[src/rtl/imem_loader.sv]
// Framed byte-stream loader for the instruction memory.
// Frame: LEN_LO, LEN_HI, N*4 little-endian data bytes, CSUM (XOR of data bytes).
// Holds the cpu in reset until a frame with a good checksum has been written.
module imem_loader #(
    parameter int unsigned ADDR_W = 10
) (
    input  logic              clk,
    input  logic              rst,
    input  logic              s_valid,
    output logic              s_ready,
    input  logic [7:0]        s_data,
    input  logic              reload,
    output logic              wr_en,
    output logic [ADDR_W-1:0] wr_addr,
    output logic [31:0]       wr_data,
    output logic              cpu_hold,
    output logic              done,
    output logic              error,
    output logic [ADDR_W:0]   words_loaded
);

    localparam int unsigned CNT_W    = ADDR_W + 1;
    localparam int unsigned CAPACITY = 32'd1 << ADDR_W;

    typedef enum logic [2:0] {
        S_LEN_LO,
        S_LEN_HI,
        S_DATA,
        S_CSUM,
        S_RUN,
        S_ERR
    } state_t;

    state_t              state_q, state_d;
    logic [15:0]         len_q, len_d;
    logic [1:0]          idx_q, idx_d;
    logic [23:0]         word_q, word_d;
    logic [7:0]          acc_q, acc_d;
    logic [CNT_W-1:0]    cnt_d;
    logic                wr_en_d;
    logic [ADDR_W-1:0]   wr_addr_d;
    logic [31:0]         wr_data_d;
    logic                s_ready_d, done_d, error_d, cpu_hold_d;
    logic [15:0]         len_full;
    logic                xfer;

    // State and output registers; reload behaves exactly like reset and drops any pending write
    always_ff @(posedge clk) begin
        if (rst || reload) begin
            state_q      <= S_LEN_LO;
            len_q        <= '0;
            idx_q        <= '0;
            word_q       <= '0;
            acc_q        <= '0;
            words_loaded <= '0;
            wr_en        <= 1'b0;
            wr_addr      <= '0;
            wr_data      <= '0;
            s_ready      <= 1'b1;
            done         <= 1'b0;
            error        <= 1'b0;
            cpu_hold     <= 1'b1;
        end else begin
            state_q      <= state_d;
            len_q        <= len_d;
            idx_q        <= idx_d;
            word_q       <= word_d;
            acc_q        <= acc_d;
            words_loaded <= cnt_d;
            wr_en        <= wr_en_d;
            wr_addr      <= wr_addr_d;
            wr_data      <= wr_data_d;
            s_ready      <= s_ready_d;
            done         <= done_d;
            error        <= error_d;
            cpu_hold     <= cpu_hold_d;
        end
    end

    // Next-state, word assembly and registered-output decode
    always_comb begin
        state_d   = state_q;
        len_d     = len_q;
        idx_d     = idx_q;
        word_d    = word_q;
        acc_d     = acc_q;
        cnt_d     = words_loaded;
        wr_en_d   = 1'b0;
        wr_addr_d = wr_addr;
        wr_data_d = wr_data;
        len_full  = {s_data, len_q[7:0]};
        xfer      = s_valid && s_ready;

        case (state_q)
            S_LEN_LO: begin
                if (xfer) begin
                    len_d[7:0] = s_data;
                    state_d    = S_LEN_HI;
                end
            end
            S_LEN_HI: begin
                if (xfer) begin
                    len_d[15:8] = s_data;
                    if (32'(len_full) > CAPACITY) begin
                        state_d = S_ERR;
                    end else if (len_full == 16'd0) begin
                        state_d = S_CSUM;
                    end else begin
                        state_d = S_DATA;
                    end
                end
            end
            S_DATA: begin
                if (xfer) begin
                    acc_d = acc_q ^ s_data;
                    idx_d = idx_q + 2'd1;
                    case (idx_q)
                        2'd0: word_d[7:0]   = s_data;
                        2'd1: word_d[15:8]  = s_data;
                        2'd2: word_d[23:16] = s_data;
                        default: begin
                            // Last byte of a word: write it out and count it
                            wr_en_d   = 1'b1;
                            wr_addr_d = words_loaded[ADDR_W-1:0];
                            wr_data_d = {s_data, word_q};
                            cnt_d     = words_loaded + CNT_W'(1);
                            if (16'(words_loaded) + 16'd1 == len_q) begin
                                state_d = S_CSUM;
                            end
                        end
                    endcase
                end
            end
            S_CSUM: begin
                if (xfer) begin
                    state_d = (s_data == acc_q) ? S_RUN : S_ERR;
                end
            end
            S_RUN, S_ERR: begin
                state_d = state_q;
            end
            default: begin
                state_d = S_LEN_LO;
            end
        endcase

        s_ready_d  = (state_d == S_LEN_LO) || (state_d == S_LEN_HI) ||
                     (state_d == S_DATA)   || (state_d == S_CSUM);
        done_d     = (state_d == S_RUN);
        error_d    = (state_d == S_ERR);
        cpu_hold_d = (state_d != S_RUN);
    end

endmodule

[config.mk]
export PLATFORM = sky130hd
export DESIGN_NAME = imem_loader
export DESIGN_NICKNAME = d
export VERILOG_FILES = /design/src/rtl/imem_loader.sv
export SDC_FILE = /design/constraint.sdc
export NUM_CORES = 1
export LEC_CHECK = 0
export ABC_AREA = 1
export ABC_CLOCK_PERIOD_IN_PS = 2000
export BUFFER_PORTS_ARGS = -buffer_cell sky130_fd_sc_hd__buf_2
export CAP_MARGIN = 40
export CORE_AREA = 5 5 97 99
export CTS_CLUSTER_DIAMETER = 50
export DETAILED_ROUTE_END_ITERATION = 10
export DIE_AREA = 0 0 102 104
export GPL_ROUTABILITY_DRIVEN = 0
export PLACE_DENSITY = 0.77
export REMOVE_ABC_BUFFERS = 1
export SYNTH_ARGS = -nofsm -noshare
export SYNTH_HDL_FRONTEND = slang
export SYNTH_SLANG_ARGS = --single-unit
[constraint.sdc]
create_clock -name clk -period 2 [get_ports clk]
set_clock_uncertainty 0.2 [all_clocks]
set_input_delay 0.5 -clock clk [delete_from_list [all_inputs] [get_ports clk]]
set_output_delay 0.5 -clock clk [all_outputs]
set_load 0.02 [all_outputs]
==> flow_metrics.py <==
metrics = {
    "sta": {
        "max_slew_margin_pct": 69.7,
        "timing.final.ws_setup_ps": 65.9,
        "setup_viol": 0,
        "rsz0062_at_grt": "no",
        "fin_crit_sh_pct": 96.7,
        "slew_violations": 0,
        "hold_viol": 0,
        "worst_slew_pin_slew_ps": 454,
        "post-route-min-period_ps": 1930,
        "max_freq_mhz": 517,
        "hold-worst-slack_ps": 269,
    },
    "clocking": {
        "root_buffer": "clkbuf_8",
        "cts_tree": "built",
        "cts_max_level": 3,
        "clk_pin_slew_ps": 110,
        "clock-sinks": 111,
        "ctsLongestPathBuffers": 2,
        "clk_latency_ps": 380,
        "cts_buffers": 9,
    },
    "setup_path": {
        "cp-end-kind": "flip-flop",
        "crit_chain": "buf_4, inv_1, nor2_2, buf_4, nand3_1, nand3_1, nand2_1, nand3_1, nor2_2, nand3_2, nand3_2, inv_1",
        "critical_path_required_ps": 2100,
        "critical-path-slowest-cell": "dfxtp_2",
        "crit_arrival_ps": 2030,
        "cp_top_family": "simple AND/OR/NAND/NOR gates",
        "path_common_cell": "nand3_1",
        "worstPathMaxFanout": 5,
        "crit_type": "reg -> reg",
        "startpoint_type": "flip-flop",
        "crit_buf_inv": 4,
        "critPathMaxStageDelay_ps": 350,
    },
    "layout": {
        "design_area_um2": 5370,
        "antenna_cells": 0,
        "final_cell_mix": "dfxtp_1, o21ai_0, nor2_1",
        "fillers": 743,
        "syn2layout_area_growth_pct": 18.2,
        "nets": 689,
        "layout_commonest_cell": "dfxtp_1",
        "drive_gt1_share_pct": 21.0,
    },
    "grt": {
        "grt_pass1_vias": 3857,
        "grt_max_degree": 50,
        "grt.total_usage_pct": 21.4,
        "grt_antenna_before_repair": 0,
        "grt_first_pass_wirelength_um": 18500,
        "overflow": 0,
    },
    "routing": {
        "via_per_inst": 5.36,
        "drc": 0,
        "drt.antenna.violating_nets": 0,
        "dr.pass1.iters": 5,
        "vias": 4211,
        "wl_per_cell_um": 14.3,
        "drtIter0Drc": 354,
        "wl_um": 11200,
    },
    "synth": {
        "synth_area_um2": 4540,
        "synth-seq-area-share_pct": 49.0,
        "yosysWarningCount": 0,
        "synth_area_per_cell_um2": 7.59,
        "ys_ff_latch": 111,
        "synthDistinctLibCells": 29,
        "netlist_instances": 598,
    },
    "power_and_ir_drop": {
        "ir_drop_mv": 0.481,
        "p_leak_nw": 2.31,
        "finalPower_w": 0.00404,
        "power_density_nw_per_um2": 753,
    },
    "placed_design": {
        "io_buffers": 69,
        "dp_hpwl_um": 7860,
        "place_ws_ps": 14.1,
        "placed_area_um2": 5040,
    },
    "floorplanning": {
        "core_um2": 8470,
        "die_x_um": 102,
        "num_rows": 34,
        "num_io_pins": 70,
        "dieHeight_um": 104,
        "die_area_um2": 10600,
        "initial_core_util_pct": 53.6,
    },
    "min_path": {
        "hp-class": "in -> reg",
    },
    "job": {
        "maxCapViolations": 0,
    },
    "status": {
        "status": "finished, final reports clean",
    },
}
Yosys cell counts, drive strengths merged:
library cell  count  area (um2)
and2              1        6.26
clkbuf           15        58.8
o21bai            1        7.51
nor3              2        10.0
nand3            32         170
nand4             4        25.0
clkinv            3        15.0
a211oi            1        7.51
inv              45         169
nand3b            1        7.51
ha                5        62.6
nor2            107         432
o211ai            2        15.0
o21ai           102         510
a21oi            66         330
xnor2             9        78.8
nand2            75         299
buf              14         100
a31oi             2        12.5
dfxtp           111        2220
per-stage QoR:
| step | std cells | utilization, % | TNS (ps) |
|---|---|---|---|
| 2_1_floorplan | 569 | - | -154370 |
| 3_3_place_gp | 764 | 59.5 | 0 |
| 3_5_place_dp | 764 | 59.5 | 0 |
| 4_1_cts | 780 | 62.5 | 0 |
| 5_1_grt | 785 | 63.4 | 0 |
| 6_report | 785 | 63.4 | 0 |
final timing paths:
| kind | to | slack, ps | startpoint | cells past startpoint |
|---|---|---|---|---|
| worst max-delay path | done$_SDFF_PP0_ | 70 | words_loaded[0]$_SDFFE_PP0P_ | 12 |
| worst min-delay path | s_ready$_SDFF_PP1_ | 270 | rst | 3 |
| worst max register to register | done$_SDFF_PP0_ | 70 | words_loaded[0]$_SDFFE_PP0P_ | 12 |
| worst min register to register | wr_data[15]$_SDFFE_PP0P_ | 290 | wr_data[15]$_SDFFE_PP0P_ | 2 |
cell type report:
class	instances	area [um2]	area share [%]
Clock buffer	9	124	2.31
Clock inverter	7	129	2.40
Inverter	48	184	3.43
Multi-Input combinational cell	412	2020	37.7
Sequential cell	111	2230	41.5
Tap cell	108	135	2.52
Timing Repair Buffer	90	544	10.1
where the power goes:
| group | internal, W | switching, W |
|---|---|---|
| Sequential | 0.00222 | 0.0000101 |
| Combinational | 0.0000707 | 0.000136 |
| Clock | 0.000750 | 0.000853 |
worst register-to-register path, stage by stage (launching register included):
cell and delay, ps:
dfxtp_2 350, buf_4 150, inv_1 190, nor2_2 110, buf_4 140, nand3_1 90, nand3_1 80, nand2_1 70
nand3_1 90, nor2_2 120, nand3_2 130, nand3_2 100, inv_1 40
timing repair:
item	in CTS	in global routing
setup buffers	0	3
resized for setup	0	13
endpoints found under the setup margin	0	10
hold buffers	0	0
cells by family after synthesis:
family,Yosys count,synth area share (%)
xor gates and xnor gates,9,1.74
AOI/OAI and AO/OA,174,19.5
adders and majority gates,5,1.38
DFF,111,49.0
and+or+nand+nor,222,20.9
buffers and inverters,77,7.55
sequential cells by signal, summed over array words and instances, names as in the netlist:
name and cells:
wr_data 32, word_q 24, len_q 16, words_loaded 11
wr_addr 10, acc_q 8, state_q 3, idx_q 2
cpu_hold 1, done 1, error 1, s_ready 1
wr_en 1
layer usage:
layer	wire, um	track usage (%)
met4	193	5.81
met1	4790	28.8
met5	0	0
met3	765	4.02
met2	5470	34.8
Note: power is estimated with default switching activity, not from simulation.
